<file path="config.mk">
export PLATFORM = sky130hd
export DESIGN_NAME = debounced_input_pio_flat
export DESIGN_NICKNAME = d
export VERILOG_FILES = /design/src/rtl/debounced_input_pio_pkg.sv /design/src/rtl/debounced_input_pio_if.sv /design/src/rtl/debounced_input_pio_debounce_channel.sv /design/src/rtl/debounced_input_pio.sv /design/src/flat_wrapper.sv
export SDC_FILE = /design/constraint.sdc
export NUM_CORES = 1
export LEC_CHECK = 0
export ABC_AREA = 1
export CAP_MARGIN = 10
export CORE_UTILIZATION = 40
export DETAILED_ROUTE_END_ITERATION = 10
export RECOVER_POWER = 100
export SLEW_MARGIN = 20
export SYNTH_ARGS = -nofsm -noshare
export SYNTH_HDL_FRONTEND = slang
export SYNTH_SLANG_ARGS = --single-unit
</file>
<file path="constraint.sdc">
create_clock -name clk -period 3.3 [get_ports clk]
set_input_delay 0.33 -clock clk [delete_from_list [all_inputs] [get_ports clk]]
set_output_delay 0.33 -clock clk [all_outputs]
set_load 0.01 [all_outputs]
</file>
<file path="src/rtl/debounced_input_pio_pkg.sv">
// Shared constants for the debounced input PIO: register map
// and bit positions of the falling-edge enables.
package debounced_input_pio_pkg;

    localparam logic [1:0] REG_DATA    = 2'd0;
    localparam logic [1:0] REG_IRQMASK = 2'd1;
    localparam logic [1:0] REG_CAPTURE = 2'd2;
    localparam logic [1:0] REG_EDGE_EN = 2'd3;

    localparam int unsigned FALL_EN_LSB = 16;
    localparam int unsigned MAX_WIDTH   = 16;

    localparam int unsigned BUS_DW = 32;

endpackage

</file>
<file path="src/rtl/debounced_input_pio_if.sv">
// Avalon-MM slave bus of the debounced input PIO
// (fixed read latency of one cycle).
interface debounced_input_pio_if;
    import debounced_input_pio_pkg::*;

    logic [1:0]        address;
    logic              chipselect;
    logic              read;
    logic              write;
    logic [BUS_DW-1:0] writedata;
    logic [BUS_DW-1:0] readdata;

    modport master (
        output address, chipselect, read, write, writedata,
        input  readdata
    );

    modport slave (
        input  address, chipselect, read, write, writedata,
        output readdata
    );

endinterface

</file>
<file path="src/rtl/debounced_input_pio_debounce_channel.sv">
// One input channel: synchroniser chain, polarity fix,
// stability counter, debounced level and edge pulses.
module debounce_channel
    import debounced_input_pio_pkg::*;
#(
    parameter int unsigned DEBOUNCE_CYCLES = 500000,
    parameter int unsigned SYNC_STAGES     = 2,
    parameter bit          INVERT          = 1'b1
) (
    input  logic clk,
    input  logic rst_n,
    input  logic pin_i,
    output logic db_o,
    output logic rise_o,
    output logic fall_o
);

    localparam int unsigned CW = $clog2(DEBOUNCE_CYCLES);
    localparam logic [CW-1:0] CNT_MAX = CW'(DEBOUNCE_CYCLES - 1);

    logic [SYNC_STAGES-1:0] sync_q;
    logic [CW-1:0]          cnt_q, cnt_d;
    logic                   db_q, db_d;
    logic                   s;
    logic                   accept;

    // Sync flops reset to the idle pin level so reset never looks like a press.
    always_ff @(posedge clk or negedge rst_n) begin
        if (!rst_n) begin
            sync_q <= {SYNC_STAGES{INVERT}};
        end else begin
            sync_q <= {sync_q[SYNC_STAGES-2:0], pin_i};
        end
    end

    assign s = sync_q[SYNC_STAGES-1] ^ INVERT;

    always_comb begin
        cnt_d  = '0;
        db_d   = db_q;
        accept = 1'b0;
        if (s != db_q) begin
            if (cnt_q == CNT_MAX) begin
                accept = 1'b1;
                db_d   = s;
            end else begin
                cnt_d = cnt_q + 1'b1;
            end
        end
    end

    always_ff @(posedge clk or negedge rst_n) begin
        if (!rst_n) begin
            cnt_q <= '0;
            db_q  <= 1'b0;
        end else begin
            cnt_q <= cnt_d;
            db_q  <= db_d;
        end
    end

    assign db_o   = db_q;
    assign rise_o = accept & s;
    assign fall_o = accept & ~s;

endmodule

</file>
<file path="src/rtl/debounced_input_pio.sv">
// Avalon-MM input PIO with per-bit debounce, programmable
// edge capture and a maskable level interrupt.
module debounced_input_pio
    import debounced_input_pio_pkg::*;
#(
    parameter int unsigned     WIDTH           = 4,
    parameter int unsigned     DEBOUNCE_CYCLES = 500000,
    parameter int unsigned     SYNC_STAGES     = 2,
    parameter logic [WIDTH-1:0] INVERT_MASK    = {WIDTH{1'b1}}
) (
    input  logic                 clk,
    input  logic                 reset_n,
    input  logic [WIDTH-1:0]     pins_in,
    debounced_input_pio_if.slave bus,
    output logic                 irq
);

    localparam logic [BUS_DW-1:0] USED_WD =
        (BUS_DW'({WIDTH{1'b1}}) << FALL_EN_LSB) | BUS_DW'({WIDTH{1'b1}});

    logic [WIDTH-1:0]  db, rise, fall, cap_set;
    logic [WIDTH-1:0]  mask_q, mask_d;
    logic [WIDTH-1:0]  cap_q, cap_d;
    logic [WIDTH-1:0]  rise_en_q, rise_en_d;
    logic [WIDTH-1:0]  fall_en_q, fall_en_d;
    logic [BUS_DW-1:0] readdata_q, readdata_d;
    logic [BUS_DW-1:0] rdata;
    logic              irq_q, irq_d;
    logic              wr_en, rd_en;
    logic              unused_wd;

    for (genvar i = 0; i < WIDTH; i++) begin : g_ch
        debounce_channel #(
            .DEBOUNCE_CYCLES(DEBOUNCE_CYCLES),
            .SYNC_STAGES    (SYNC_STAGES),
            .INVERT         (INVERT_MASK[i])
        ) u_ch (
            .clk   (clk),
            .rst_n (reset_n),
            .pin_i (pins_in[i]),
            .db_o  (db[i]),
            .rise_o(rise[i]),
            .fall_o(fall[i])
        );
    end

    assign wr_en     = bus.chipselect & bus.write;
    assign rd_en     = bus.chipselect & bus.read;
    assign cap_set   = (rise & rise_en_q) | (fall & fall_en_q);
    assign unused_wd = ^(bus.writedata & ~USED_WD);

    // Read mux sees pre-write state, so read+write returns the old value.
    always_comb begin
        rdata = '0;
        unique case (1'b1)
            (bus.address == REG_DATA):    rdata[WIDTH-1:0] = db;
            (bus.address == REG_IRQMASK): rdata[WIDTH-1:0] = mask_q;
            (bus.address == REG_CAPTURE): rdata[WIDTH-1:0] = cap_q;
            (bus.address == REG_EDGE_EN): begin
                rdata[WIDTH-1:0]                 = rise_en_q;
                rdata[FALL_EN_LSB +: WIDTH]      = fall_en_q;
            end
            default: rdata = '0;
        endcase
    end

    // A new edge in the same cycle as its W1C clear keeps the bit set.
    always_comb begin
        mask_d    = mask_q;
        rise_en_d = rise_en_q;
        fall_en_d = fall_en_q;
        cap_d     = cap_q | cap_set;
        if (wr_en) begin
            unique case (1'b1)
                (bus.address == REG_IRQMASK): mask_d = bus.writedata[WIDTH-1:0];
                (bus.address == REG_CAPTURE):
                    cap_d = (cap_q & ~bus.writedata[WIDTH-1:0]) | cap_set;
                (bus.address == REG_EDGE_EN): begin
                    rise_en_d = bus.writedata[WIDTH-1:0];
                    fall_en_d = bus.writedata[FALL_EN_LSB +: WIDTH];
                end
                default: ;
            endcase
        end
        readdata_d = rd_en ? rdata : readdata_q;
        irq_d      = |(cap_q & mask_q);
    end

    always_ff @(posedge clk or negedge reset_n) begin
        if (!reset_n) begin
            mask_q     <= '0;
            cap_q      <= '0;
            rise_en_q  <= '0;
            fall_en_q  <= '0;
            readdata_q <= '0;
            irq_q      <= 1'b0;
        end else begin
            mask_q     <= mask_d;
            cap_q      <= cap_d;
            rise_en_q  <= rise_en_d;
            fall_en_q  <= fall_en_d;
            readdata_q <= readdata_d;
            irq_q      <= irq_d;
        end
    end

    assign bus.readdata = readdata_q;
    assign irq          = irq_q;

endmodule

</file>
<file path="src/flat_wrapper.sv">
// flat-port wrapper written by rule: the top's interface ports become plain ports
module debounced_input_pio_flat import debounced_input_pio_pkg::*;
#(
    parameter int unsigned     WIDTH           = 4,
    parameter int unsigned     DEBOUNCE_CYCLES = 500000,
    parameter int unsigned     SYNC_STAGES     = 2,
    parameter logic [WIDTH-1:0] INVERT_MASK    = {WIDTH{1'b1}}
)
  (clk, reset_n, pins_in, irq, bus_address, bus_chipselect, bus_read, bus_write, bus_writedata, bus_readdata);
  debounced_input_pio_if bus_i ();
  input  logic clk;
  input  logic reset_n;
  input  logic [WIDTH-1:0] pins_in;
  output logic irq;
  input wire logic [$bits(bus_i.address)-1:0] bus_address;
  input wire logic [$bits(bus_i.chipselect)-1:0] bus_chipselect;
  input wire logic [$bits(bus_i.read)-1:0] bus_read;
  input wire logic [$bits(bus_i.write)-1:0] bus_write;
  input wire logic [$bits(bus_i.writedata)-1:0] bus_writedata;
  output wire logic [$bits(bus_i.readdata)-1:0] bus_readdata;
  assign bus_i.address = bus_address;
  assign bus_i.chipselect = bus_chipselect;
  assign bus_i.read = bus_read;
  assign bus_i.write = bus_write;
  assign bus_i.writedata = bus_writedata;
  assign bus_readdata = bus_i.readdata;
  debounced_input_pio #(.WIDTH(WIDTH), .DEBOUNCE_CYCLES(DEBOUNCE_CYCLES), .SYNC_STAGES(SYNC_STAGES), .INVERT_MASK(INVERT_MASK)) u_core (.clk(clk), .reset_n(reset_n), .pins_in(pins_in), .bus(bus_i), .irq(irq));
endmodule
</file>
==> results of run 1 <==
metal layers:
layer	GRT usage, %	share of wire, %	vias to the layer above
met3	4.90	3.8	8
li1	-	-	2433
met4	6.31	0.91	0
met5	0	0	-
met1	24.5	48	2295
met2	28.5	47	96
final cells by class:
| cell class | instances | share of cell area (%) |
|---|---|---|
| well taps | 184 | 3.34 |
| multi-input cells | 560 | 39.2 |
| clock buffers | 26 | 7.09 |
| flip-flops and latches | 113 | 41.1 |
| clock inverters | 6 | 1.16 |
| inverters | 72 | 3.92 |
| diodes | 1 | 0.0363 |
| repair buffers | 28 | 4.13 |
through the flow:
| stage | util (%) | instances | hold slack (ns) | power, W | worst slack [ns] |
|---|---|---|---|---|---|
| floorplan | - | 770 | 0.0344 | 0.00167 | 1.99 |
| global placement | 44.1 | 957 | 0.346 | 0.00178 | 1.46 |
| detailed placement | 44.1 | 957 | 0.347 | 0.00179 | 1.42 |
| CTS | 48.0 | 989 | 0.0135 | 0.00359 | 1.57 |
| global route | 47.3 | 990 | 0.368 | 0.00367 | 1.18 |
| finish | 47.3 | 990 | 0.256 | 0.00353 | 1.44 |
state kept, by name, summed over array words and instances, names as in the netlist:
| signal | count |
|---|---|
| u_core.g_ch.u_ch.cnt_q | 76 |
| u_core.irq | 1 |
| u_core.rise_en_q | 4 |
| u_core.mask_q | 4 |
| u_core.fall_en_q | 4 |
| u_core.bus.readdata | 8 |
| u_core.g_ch.u_ch.sync_q | 8 |
| u_core.g_ch.u_ch.db_o | 4 |
| u_core.cap_q | 4 |
cells in the final DEF (no fill, tap or decap), types with 2 or more instances in the layout:
cell and n:
nor2_1 154, nor4_1 2, o21ai_1 10, nor3_1 13
clkdlybuf4s50_1 11, xor2_1 29, xnor2_1 11, a21oi_1 5
dlygate4sd3_1 15, dfrtp_1 105, nand2_1 154, dfstp_1 4
clkbuf_1 6, ha_1 4, or2_0 2, nand3_1 54
o22a_1 3, o21ai_0 28, clkinv_2 4, bufinv_16 2
nand3b_1 2, o22ai_1 4, inv_1 72, nor2_2 16
clkbuf_16 17, nand3_2 2, conb_1 24, clkbuf_8 3
o21bai_1 3, nand4_1 20, nor2_4 2, nand2_2 9
or2_2 2, dfstp_2 4
power by group:
group | switching [W] | leakage (nW) | internal (W)
logic | 0.000152 | 1.14 | 0.0000909
clock network | 0.000614 | 0.282 | 0.00117
registers | 0.0000411 | 1.50 | 0.00146
final timing paths:
kind	start	slack, ns	endpoint	cells after the start
max	u_core.g_ch[2].u_ch.cnt_q[0]$_DFF_PN0_	1.44	u_core.g_ch[2].u_ch.cnt_q[18]$_DFF_PN0_	7
min	reset_n	0.26	u_core.g_ch[3].u_ch.cnt_q[12]$_DFF_PN0_	1
max reg2reg	u_core.g_ch[2].u_ch.cnt_q[0]$_DFF_PN0_	1.44	u_core.g_ch[2].u_ch.cnt_q[18]$_DFF_PN0_	7
min reg2reg	u_core.g_ch[3].u_ch.sync_q[0]$_DFF_PN1_	0.36	u_core.g_ch[3].u_ch.sync_q[1]$_DFF_PN1_	0
max in group asynchronous	reset_n	2.03	u_core.g_ch[0].u_ch.sync_q[0]$_DFF_PN1_	2
min in group clk	u_core.g_ch[3].u_ch.sync_q[0]$_DFF_PN1_	0.36	u_core.g_ch[3].u_ch.sync_q[1]$_DFF_PN1_	0
cell families after synthesis:
logic type | synth area share [%]
other | 0.0623
AO/OA/AOI/OAI | 5.42
flip-flops | 47.1
XOR/XNOR | 5.82
adder cells (fa/ha/maj) | 0.831
AND/OR/NAND/NOR | 33.2
buffers and inverters | 7.56
==> run_results.csv, run 1 <==
group,metric,value,unit
outcome,status,"finished clean",
yosys,ys_types,38,
global_route,grt_pass1_vias,4668,
place,portBuffers,27,
sta,finalHoldViolCount,0,
finish,drive_gt1_share,8.07,%
critical_path,arrival,2.20,ns
yosys,ys.flop_type,"dfrtp_1",
clock_network,cts_resized,0,
flow_run,cap_viol_max_count,0,
sta,setup_tns,0,ns
critical_path,end_kind,"flip-flop",
finish,fill_cells,1436,
floorplan,die_h,125,um
clock_network,post_cts_buffers,0,
route,wire_per_inst,13.4,um
clock_network,clock_sinks,113,
critical_path,critPathRequiredTime,3.64,ns
yosys,syn-cell-area,6020,um2
route,routed_wl,13.3,mm
yosys,synth_top_area_share,43.6,%
sta,fmax,537,MHz
pwr,p_leak,2.93,nW
clock_network,htreeDepth,4,
route,vias,4832,
place,postPlaceCellArea,6440,um2
hold_path,holdCritPathClass,"in2async",
critical_path,crit_chain,"ha_1 > nand3_1 > nor2_1 > nand4_1 > nand2_1 > nand3_1 > nor2_1",
floorplan,die_w,125,um
clock_network,cts-buffers-inserted,17,
sta,report.final.slew_viol_count,0,
yosys,synth_seq_cells,113,
global_route,grt_max_degree,59,
yosys,syn_inst,747,
critical_path,crit_fanout,5,
finish,layout.nets,839,
yosys,avgSynthCellArea,8.06,um2
finish,syn2layout_area_growth,14.6,%
sta,post-route-period-util,56.4,%
clock_network,cts_root_buf,"clkbuf_16",
yosys,yosysMostFrequentCell,"nand2_1",
critical_path,slowest_delay,0.49,ns
sta,min_period,1.86,ns
finish,multi_input_comb_area,2710,um2
critical_path,critPathTopFamily,"simple AND/OR/NAND/NOR gates",
route,vias_per_cell,4.88,
critical_path,start_kind,"flip-flop",
sta,grt_setup_unrepaired,"no",
clock_network,clk_pin_slew,0.05,ns
route,dr.pass1.iters,6,
finish,final_area,6900,um2
route,drc,0,
sta,tightest_slew,1.49,ns
floorplan,dieArea,15500,um2
yosys,yosysTopAreaCell,"dfrtp_1",
floorplan,io_pins,76,
yosys,netlist_top_cells_count,"149 x nand2_1, 147 x nor2_1, 105 x dfrtp_1, 68 x inv_1, 46 x nand3_1",
global_route,antenna_found_initial,1,
sta,setup-violations-final,0,
critical_path,crit_slowest_cell,"nor2_1",
place,gp_congestion,0.847,
critical_path,cp_num_buf_inv,0,
clock_network,cts_tree,"yes",
global_route,grt_pass1_wl,22.6,mm
place,dp_hpwl,9.69,mm
yosys,yosys-top-cells-area,"dfrtp_1 44%, nand2_1 9.3%, nor2_1 9.2%, inv_1 4.2%, xor2_1 4.2%",
route,drtAntennaViolNets,0,
critical_path,path_class,"reg2reg",
yosys,synth-edff-count,0,
yosys,async_flop_share,100,%
sta,slew_headroom,0.726,%
floorplan,start_util,41.3,%
floorplan,rows,44,
sta,finClkSkew,0.00658,ns
clock_network,holdBufCountCts,0,
finish,regArea,2840,um2
clock_network,clock_path_buffers,2,
global_route,track_usage,18.3,%
clock_network,clk_latency,0.41,ns
yosys,seq_area_frac_synth,47.1,%
pwr,power.density,511,nW/um2
route,drt_iter0_drc,247,
floorplan,coreArea,14600,um2
yosys,yosys_warnings,0,
pwr,peakVddDrop,0.355,mV
global_route,gr-total-overflow,0,
Note: power is estimated with default switching activity, not from simulation.
==> run 2, diff against run 1 <==
- clock period: 3.3 -> 1.8 ns (I/O delays scaled with it)
==> run 2 against run 1 <==
Net effect: utilization up 0.65 points; routed wire length down 1.5%; highest routed layer unchanged; via count up 0.50%.
==> run_results.csv, run 2 (synthesis gave the netlist of run 1 again) <==
group,metric,value,unit
place,portBuffers,27,
clock_network,clock_sinks,113,
critical_path,critPathRequiredTime,2.09,ns
place,dp.cells,961,
pwr,p_leak,2.94,nW
flow_run,cap_viol_max_count,0,
critical_path,crit_chain,"ha_1 > nand3_4 > nor2_1 > nand3_4 > nand2_1 > nor2_1",
global_route,grt_pass1_wl,22.7,mm
critical_path,rr_worst_depth,6,
finish,layout.nets,844,
critical_path,crit_fanout,8,
critical_path,path_class,"reg2reg",
global_route,antenna_found_initial,0,
global_route,grt_max_degree,36,
hold_path,holdCritPathClass,"in2reg",
sta,setup_tns,0,ns
clock_network,clk_latency,0.41,ns
finish,multi_input_comb_area,2770,um2
sta,finalHoldViolCount,0,
floorplan,die_h,125,um
finish,final_cells,994,
finish,final_util,48.0,%
critical_path,crit_slowest_cell,"dfrtp_1",
floorplan,start_util,41.3,%
place,gp_congestion,0.804,
sta,min_period,1.61,ns
floorplan,die_w,125,um
sta,setup-violations-final,0,
sta,tightest_slew,0.739,ns
sta,finClkSkew,0.00506,ns
global_route,grt_pass1_vias,4704,
pwr,power.density,921,nW/um2
critical_path,end_kind,"flip-flop",
pwr,p_int,0.00498,W
pwr,power_frac_seq,42.8,%
finish,final_common_cell,"nand2_1",
sta,post-route-period-util,89.5,%
finish,antenna_cells,0,
critical_path,slowest_delay,0.39,ns
global_route,track_usage,18.2,%
sta,grt_setup_unrepaired,"no",
place,dp_hpwl,9.43,mm
route,dr.pass1.iters,7,
clock_network,cts-buffers-inserted,17,
sta,hold-worst-slack,0.316,ns
place,place_ws,0.247,ns
finish,final_cell_mix,"154 x nand2_1, 152 x nor2_1, 105 x dfrtp_1",
pwr,power.net_switching,0.00147,W
route,drt_iter0_drc,322,
critical_path,arrival,1.90,ns
route,wire_per_inst,13.1,um
sta,fin_ws,0.189,ns
route,vias,4856,
route,vias_per_cell,4.89,
clock_network,cts_root_buf,"clkbuf_16",
critical_path,start_kind,"flip-flop",
clock_network,clk_pin_slew,0.05,ns
route,drc,0,
pwr,p_comb_share,6.9,%
finish,drive_gt1_share,10.1,%
clock_network,cts_resized,0,
floorplan,io_pins,76,
route,drtAntennaViolNets,0,
outcome,status,"finished clean",
pwr,p_clk_share,50.3,%
floorplan,rows,44,
finish,regMostFlops,"u_core.g_ch.u_ch.cnt_q",
finish,fill_cells,1390,
finish,syn2layout_area_growth,16.2,%
global_route,gr-total-overflow,0,
sta,slew_headroom,50.7,%
floorplan,coreArea,14600,um2
clock_network,clock_path_buffers,2,
pwr,p_sw_share,22.7,%
hold_path,holdPathStages,1,
route,routed_wl,13.1,mm
sta,fmax,621,MHz
pwr,peakVddDrop,0.639,mV
finish,regArea,2840,um2
floorplan,dieArea,15500,um2
sta,report.final.slew_viol_count,0,
clock_network,cts_tree,"yes",
clock_network,htreeDepth,4,
finish,largest_register_ffs,76,
run 2: cell type report:
cell class                 count  area share [%]
inverter                      72            3.86
clock inverter                 2           0.179
sequential                   113            40.6
tap                          184            3.29
multi-input combinational    560            39.5
timing repair buffer          33            4.38
clock buffer                  30            8.21
run 2: timing repair:
item,in CTS,in global routing
hold buffers,1,0
buffers inserted,0,0
hold endpoints to repair,24,0
run 2: per-stage QoR:
| stage | area, um2 | total power, W |
|---|---|---|
| after global placement | 6480 | 0.00327 |
| after floorplan | 6110 | 0.00306 |
| after CTS | 7080 | 0.00656 |
| after global routing | 7000 | 0.00673 |
| final | 7000 | 0.00644 |
| after detailed placement | 6480 | 0.00328 |
run 2: critical path, delay by kind of cell (launching register included):
family                     cells  cell delay (ns)
and+or+nand+nor                5             0.85
DFF                            1             0.39
adders and majority gates      1             0.24
run 2: power by group through the flow:
| stage | sequential [W] | combinational (W) | clock (W) |
|---|---|---|---|
| floorplan | 0.00280 | 0.000260 | 0 |
| global route | 0.00277 | 0.000515 | 0.00344 |
| finish | 0.00276 | 0.000445 | 0.00324 |
| global placement | 0.00280 | 0.000476 | 0 |
| detailed placement | 0.00280 | 0.000484 | 0 |
| CTS | 0.00276 | 0.000488 | 0.00331 |
run 2: per-layer routing:
| metal | GRT usage [%] | up-vias | share of wire [%] |
|---|---|---|---|
| met5 | 0 | - | 0 |
| met4 | 5.88 | 0 | 0.84 |
| met3 | 4.55 | 10 | 4.0 |
| met2 | 29.2 | 103 | 47 |
| met1 | 24.0 | 2290 | 48 |
| li1 | - | 2453 | - |
run 2: worst paths after layout:
kind	start	endpoint	slack [ns]
max in group asynchronous	reset_n	u_core.g_ch[0].u_ch.sync_q[0]$_DFF_PN1_	0.39
setup reg to reg	u_core.g_ch[2].u_ch.cnt_q[0]$_DFF_PN0_	u_core.g_ch[2].u_ch.cnt_q[8]$_DFF_PN0_	0.19
hold / removal	pins_in[0]	u_core.g_ch[0].u_ch.sync_q[0]$_DFF_PN1_	0.32
min in group asynchronous	reset_n	u_core.g_ch[1].u_ch.cnt_q[7]$_DFF_PN0_	0.36
setup / recovery	u_core.g_ch[2].u_ch.cnt_q[0]$_DFF_PN0_	u_core.g_ch[2].u_ch.cnt_q[8]$_DFF_PN0_	0.19
hold reg to reg	u_core.g_ch[3].u_ch.sync_q[0]$_DFF_PN1_	u_core.g_ch[3].u_ch.sync_q[1]$_DFF_PN1_	0.36
